`src/rtl/alu_sequencer.sv`:
```
// alu_sequencer: 4-cycle issue/writeback stage around an external 16-bit ALU,
// with an 8x16 register file, MOVI immediate path and a debug read port.
module alu_sequencer #(
  parameter int DATA_W = 16,
  parameter int REG_N  = 8
) (
  input  logic              clk,
  input  logic              rst_n,
  input  logic [15:0]       instr,
  input  logic              instr_valid,
  output logic              instr_ready,
  output logic [DATA_W-1:0] alu_num1,
  output logic [DATA_W-1:0] alu_num2,
  output logic [3:0]        alu_opcode,
  input  logic [DATA_W-1:0] alu_result,
  output logic              wb_valid,
  output logic [2:0]        wb_addr,
  output logic [DATA_W-1:0] wb_data,
  output logic              zero_flag,
  output logic              illegal,
  input  logic [2:0]        dbg_addr,
  output logic [DATA_W-1:0] dbg_data
);
  typedef enum logic [1:0] {IDLE, DECODE, EXEC, WB} state_t;
  state_t            state_q, state_d;
  logic [15:0]       ir_q, ir_d;
  logic [DATA_W-1:0] rf_q [REG_N];
  logic [DATA_W-1:0] rf_d [REG_N];
  logic [DATA_W-1:0] num1_q, num1_d, num2_q, num2_d, result_q, result_d;
  logic [3:0]        opc_q, opc_d;
  logic              zero_q, zero_d;
  logic [3:0]        op;
  logic [2:0]        rd, rs1, rs2;
  logic [DATA_W-1:0] imm;
  logic              is_alu, is_movi, is_ill, in_wb, writes;
  assign op      = ir_q[15:12];
  assign rd      = ir_q[11:9];
  assign rs1     = ir_q[8:6];
  assign rs2     = ir_q[5:3];
  assign imm     = {{(DATA_W-9){1'b0}}, ir_q[8:0]};
  assign is_alu  = op inside {[4'd1:4'd5]};
  assign is_movi = op == 4'd6;
  assign is_ill  = op >= 4'd7;
  assign in_wb   = state_q == WB;
  assign writes  = in_wb && (is_alu || is_movi);
  assign instr_ready = state_q == IDLE;
  assign alu_num1    = num1_q;
  assign alu_num2    = num2_q;
  assign alu_opcode  = opc_q;
  assign wb_valid    = writes;
  assign illegal     = in_wb && is_ill;
  assign wb_addr     = writes ? rd : 3'd0;
  assign wb_data     = writes ? result_q : '0;
  assign zero_flag   = zero_q;
  // Reads the pre-write value while the same register is being written in WB
  assign dbg_data    = rf_q[dbg_addr];
  always_comb begin
    state_d  = state_q;
    ir_d     = ir_q;
    num1_d   = num1_q;
    num2_d   = num2_q;
    opc_d    = opc_q;
    result_d = result_q;
    zero_d   = zero_q;
    rf_d     = rf_q;
    case (state_q)
      IDLE: if (instr_valid) begin
        state_d = DECODE;
        ir_d    = instr;
      end
      DECODE: begin
        state_d = EXEC;
        num1_d  = rf_q[rs1];
        num2_d  = rf_q[rs2];
        opc_d   = is_alu ? op : 4'd0;
      end
      EXEC: begin
        state_d  = WB;
        result_d = is_movi ? imm : alu_result;
      end
      default: begin
        state_d = IDLE;
        if (writes) begin
          rf_d[rd] = result_q;
          zero_d   = result_q == '0;
        end
      end
    endcase
  end
  always_ff @(posedge clk or negedge rst_n) begin
    if (!rst_n) begin
      state_q  <= IDLE;
      ir_q     <= '0;
      num1_q   <= '0;
      num2_q   <= '0;
      opc_q    <= '0;
      result_q <= '0;
      zero_q   <= 1'b0;
      rf_q     <= '{default: '0};
    end else begin
      state_q  <= state_d;
      ir_q     <= ir_d;
      num1_q   <= num1_d;
      num2_q   <= num2_d;
      opc_q    <= opc_d;
      result_q <= result_d;
      zero_q   <= zero_d;
      rf_q     <= rf_d;
    end
  end
endmodule
```
`config.mk`:
```
export PLATFORM = sky130hd
export DESIGN_NAME = alu_sequencer
export DESIGN_NICKNAME = d
export VERILOG_FILES = /design/src/rtl/alu_sequencer.sv
export SDC_FILE = /design/constraint.sdc
export NUM_CORES = 1
export LEC_CHECK = 0
export ABC_AREA = 1
export ABC_CLOCK_PERIOD_IN_PS = 2100
export BUFFER_PORTS_ARGS = -buffer_cell sky130_fd_sc_hd__buf_2
export CAP_MARGIN = 20
export CORE_MARGIN = 3
export CORE_UTILIZATION = 47
export CTS_BUF_LIST = sky130_fd_sc_hd__clkbuf_2 sky130_fd_sc_hd__clkbuf_4 sky130_fd_sc_hd__clkbuf_8
export CTS_CLUSTER_SIZE = 28
export DETAILED_ROUTE_END_ITERATION = 6
export PLACE_DENSITY = 0.66
export RECOVER_POWER = 100
export SKIP_CTS_REPAIR_TIMING = 1
export SYNTH_ARGS = -nofsm -noshare
export SYNTH_HDL_FRONTEND = slang
export SYNTH_SLANG_ARGS = --single-unit
```
`constraint.sdc`:
```
create_clock -name clk -period 2.1 [get_ports clk]
set_input_delay 0.105 -clock clk [delete_from_list [all_inputs] [get_ports clk]]
set_output_delay 0.105 -clock clk [all_outputs]
set_load 0.02 [all_outputs]
```
Yosys cells after proc, flatten, opt, wreduce, memory -nomap -nowiden --
Cells that the tools add are included. W data, S select, Z words.
Storage, ports and cells: bits of input ports 38, output and inout bits 75, register bits after elaboration 199, logic and storage cells 61
Operators by class: $lt $le $gt $ge 8, equality and inequality tests 5, bitwise gates (word level) 5, reduce and logical (&&, ||, !) cells 10, muxes and demuxes 18
Operators with widths (number):
- $bmux W16 S3 | 3
- $mux W16 | 9
- $bwmux W128 | 1
- $demux W16 S3 | 1
- $ge A4 B4 Y1 const B | 4
- $logic_not A16 Y1 | 1
- $not A3 Y4 | 4
- $pmux W2 S3 | 1
- $eq A2 B2 Y1 const B | 2
- $eq A4 B3 Y1 const B | 1
- $ge A4 B1 Y1 const B | 1
- $ge A4 B3 Y1 const B | 1
- $le A4 B3 Y1 const B | 1
- $logic_and A1 B1 Y1 | 4
- $lt A4 B1 Y1 const B | 1
- $mux W4 | 1
- $reduce_and A2 Y1 | 2
- $mux W3 | 1
- $reduce_or A3 Y1 | 1
- $eq A2 B1 Y1 const B | 1
- $logic_not A2 Y1 | 1
- $mux W2 | 1
- $ne A2 B2 Y1 const B | 1
- $logic_or A1 B1 Y1 | 1
- $not A1 Y1 | 1

Longest topological paths before layout --
word-level depth 6, depth in mapped cells 9, depth with buffers taken out 8

Least setup slack after synthesis --
No wires, ideal clock.
kind flip-flop to output port, start point reg state_q[0], end point out illegal, stages on the path, launching flop included 5, data required time 1.995 ns, arrival 1.486 ns, slack 0.509 ns, cell sequence dfrtp_1 -> ha_1 -> buf_4 -> buf_2 -> nor3b_1
On the way: cells in the longest elaborated chain, start to end 2
RTL lines:
- from (decl) | RTL line 25 | state_t state_q, state_d;
- from (signal assigned) | RTL line 101 | state_q <= state_d;
- $eq A2 B2 Y1 | RTL line 44 | assign in_wb = state_q == WB;
- $logic_and A1 B1 Y1 | RTL line 51 | assign illegal = in_wb && is_ill;
- to (decl) | RTL line 20 | output logic illegal,
Every way passes these cells.

Worst setup path in the final report --
start point reg state_q[1], end point reg num1_q[5], in the netlist alu_num1[5]
On the way: cells in the longest elaborated chain, start to end 1
RTL lines:
- $eq A2 B1 Y1 | RTL line 66 | case (state_q)
- to (signal assigned) | RTL line 103 | num1_q <= num1_d;
- to (decl) | RTL line 29 | logic [DATA_W-1:0] num1_q, num1_d, num2_q, num2_d, result_q, result_d;
Every way passes these cells. A chain may end at the register's enable or synchronous reset.

==> metrics.csv <==
stage;metric;value;unit
setup_path;worst_path_largest_cell_delay;0.70;ns
global_routing;antenna_found_initial;0;
clocking;max-clock-path-buffers;2;
floorplanning;rows;58;
yosys;yosys.area_share.simple;0.4041;
drt;drc_errors;6;
timing;worst_slew_pin_slew;1.444;ns
setup_path;slowest_stage;clkbuf_2;
setup_path;regToRegEndpoint;alu_num1[5]$_DFFE_PN0P_;
clocking;cts.sinks;199;
yosys;yosysSeqAreaShare;0.4096;
global_routing;global_route.overflow_total;0;
clocking;htreeDepth;4;
setup_path;worstPathMaxFanout;33;
yosys;avgSynthCellArea;6.721;um2
drt;met1_length;18910;um
clocking;cts_tree;yes;
hold_path;holdPathStages;4;
yosys;synth_ff_type;dfrtp_1;
setup_path;reg2reg_slack;0.05;ns
global_routing;grt_use_total;0.3014;
power_and_ir_drop;pwr_density_cell;1544;mW/mm2
setup_path;crit_path_cell_trace;inv_1, ha_1, clkbuf_2, nand3_1, nand2_1;
timing;slew_violations;0;
timing;period_share;0.9739;
floorplanning;initial_core_util;0.4800;
setup_path;r2r_cells;5;
finish;num_antenna_cells;0;
setup_path;start_kind;register;
timing;layout_min_cycle_time;2.045;ns
power_and_ir_drop;power.leakage;7.350;nW
place;globalplace.congestion;0.9305;
floorplanning;io_pins;113;
yosys;post-synth-top-count-cell;nand2_1;
floorplanning;core_area;0.02533;mm2
floorplanning;die_y;166.8;um
drt;drtIter0Drc;1656;
yosys;yosys.cell_types.count;22;
setup_path;worstReg2RegStart;state_q[1]$_DFFE_PN0P_;
finish;drive_above_1_share;0.09799;
drt;wl_met3;5185;um
hold_path;hold_end;result_q[9]$_DFFE_PN0P_;
yosys;yosys-top-cells-area;dfrtp_1, nand2_1, nand3_1;
yosys;syn_inst;1809;
setup_path;required;2.52;ns
status;status;complete, but fails checks;
drt;ant_nets;0;
setup_path;end_kind;register;
finish;fillerInstances;2493;
global_routing;grt_pass1_wl;66710;um
finish;fin_cells;2218;
floorplanning;die-area;0.02783;mm2
timing;slew_headroom;0.03748;
power_and_ir_drop;ir_drop;1.040;mV
setup_path;cp.arrival;2.46;ns
setup_path;crit_type;reg2reg;
yosys;synth_mux_area_frac;0.003705;
hold_path;worstHoldStart;alu_result[9];
clocking;path_clk_slew;0.12;ns
global_routing;grt_pass1_vias;11330;
place;place_inst;2146;
finish;final_nets;1917;
yosys;synth_area;0.01216;mm2
power_and_ir_drop;total_power;0.02115;W
clocking;cts-root-buf;clkbuf_8;
drt;via_per_inst;5.768;
drt;num_vias;12790;
yosys;synth_top_family_by_area;simple AND/OR/NAND/NOR gates;
yosys;ys_warn_count;0;
yosys;synth-compound-area-share;0.06761;
global_routing;grt_max_degree;66;
place;port_buffers;112;
timing;setup_viol;0;
place;place_hpwl;28910;um
yosys;synth_nets;1851;
yosys;synthAdderAreaFrac;0.004116;
timing;tns;0;ns
drt;drtPass1Iterations;7;
flow_run;timing.max_cap.violations;0;
drt;wl_per_cell;19.56;um
hold_path;min_path_type;in2reg;
yosys;synth_xor_area_frac;0;
yosys;ys_top_cells_by_count;nand2_1, nand3_1, dfrtp_1;
yosys;synth_edf_count;0;
status;violations;DRC;
yosys;synth_top_area_share;0.4096;
drt;topRoutingLayerUsed;met4;
drt;wl_met2;18140;um
timing;clock_skew;0.01788;ns
yosys;synth_top_area_cell;dfrtp_1;
clocking;clkLatencyLatePin;0.49;ns
yosys;synth_seq_cells;199;
clocking;cts_buffers;17;
timing;max_freq;0.4890;GHz
yosys;async_flop_share;1.000;
drt;routed_wl;43390;um
floorplanning;die_w;166.8;um
timing;hold_violations;0;
finish;area_growth;12.71;%
==> routing by layer <==
metal  vias up  GRT usage
met4         0    0.09039
met5         -          0
met2       768     0.4251
met1      5989     0.4545
met3        63    0.07809
li1       5974          -
==> worst max-delay path, delay by kind of cell, from the launching register on <==
kind                     cells  cell delay [ns]
buffers and inverters        2             0.82
AND/OR/NAND/NOR              2             0.46
flip-flops                   1             0.44
adder cells (fa/ha/maj)      1             0.21
==> flip-flops by register name, indices dropped and copies added (netlist names) <==
name and cells:
rf_q 128, alu_num1 16, alu_num2 16, ir_q 16
result_q 16, alu_opcode 4, state_q 2, zero_flag 1
==> layout make-up <==
type	count	area, um2	area share
multi-input cells	1295	5887	0.4296
flip-flops and latches	199	4982	0.3636
repair buffers	195	1369	0.09989
inverters	167	626.9	0.04575
well taps	330	412.9	0.03013
clock buffers	18	247.7	0.01808
clock inverters	14	177.7	0.01297
==> cells by family (layout without fill, tap and decap cells) <==
family / after synthesis / count (layout)
compound gates: 162 / 162
mux: 4 / 4
simple gates: 1124 / 1125
buf+inv: 316 / 394
fa+ha+maj: 4 / 4
flops: 199 / 199
==> how the worst max path moves through the flow <==
stage | from | endpoint | slack (ns) | depth (start not counted)
floorplan | state_q[0]$_DFFE_PN0P_ | illegal | 0.51 | 4
global placement | ir_q[14]$_DFFE_PN0P_ | rf_q[46]$_DFFE_PN0P_ | 0.43 | 6
detailed placement | ir_q[14]$_DFFE_PN0P_ | rf_q[61]$_DFFE_PN0P_ | 0.37 | 6
CTS | ir_q[14]$_DFFE_PN0P_ | wb_data[1] | -0.14 | 7
global route | ir_q[13]$_DFFE_PN0P_ | wb_data[0] | -0.008 | 7
finish | state_q[1]$_DFFE_PN0P_ | alu_num1[5]$_DFFE_PN0P_ | 0.05 | 5
==> layout by cell type (no fill, tap or decap), types with 2 or more instances in the layout <==
cell type      count
a21oi_1           78
a31oi_1            9
buf_12            12
buf_2             73
buf_4             32
clkbuf_1          37
clkbuf_2           5
clkbuf_8          18
clkinv_1           6
clkinv_8           3
dfrtp_1          197
dfrtp_2            2
dlygate4sd3_1     34
ha_1               3
inv_1            159
inv_2              2
inv_6              5
inv_8              3
mux2_2             4
nand2_1          688
nand2_4            3
nand3_1          233
nand3_2            7
nand4_1          130
nor2_1            54
nor2_2             8
o21ai_0           74
==> power breakdown <==
part	leakage (nW)	internal (W)	total, W	switching (W)
sequential	2.56	0.00529	0.00708	0.00179
clock	0.216	0.00106	0.00268	0.00162
combinational	4.57	0.00341	0.0114	0.00799
total	7.35	0.00975	0.0212	0.0114
==> metrics by stage <==
step / setup slack [ns] / cell area, um2 / utilization / hold WS, ns
2_1_floorplan: 0.5094 / 12160 / - / -0.1906
3_3_place_gp: 0.4320 / 12920 / 0.5101 / 0.1053
3_5_place_dp: 0.3681 / 12920 / 0.5101 / 0.1012
4_1_cts: -0.1416 / 13350 / 0.5269 / -0.4360
5_1_grt: -0.008225 / 13700 / 0.5411 / 0.3869
6_report: 0.05483 / 13700 / 0.5411 / 0.3717
Power figures use the tool's default switching activity.
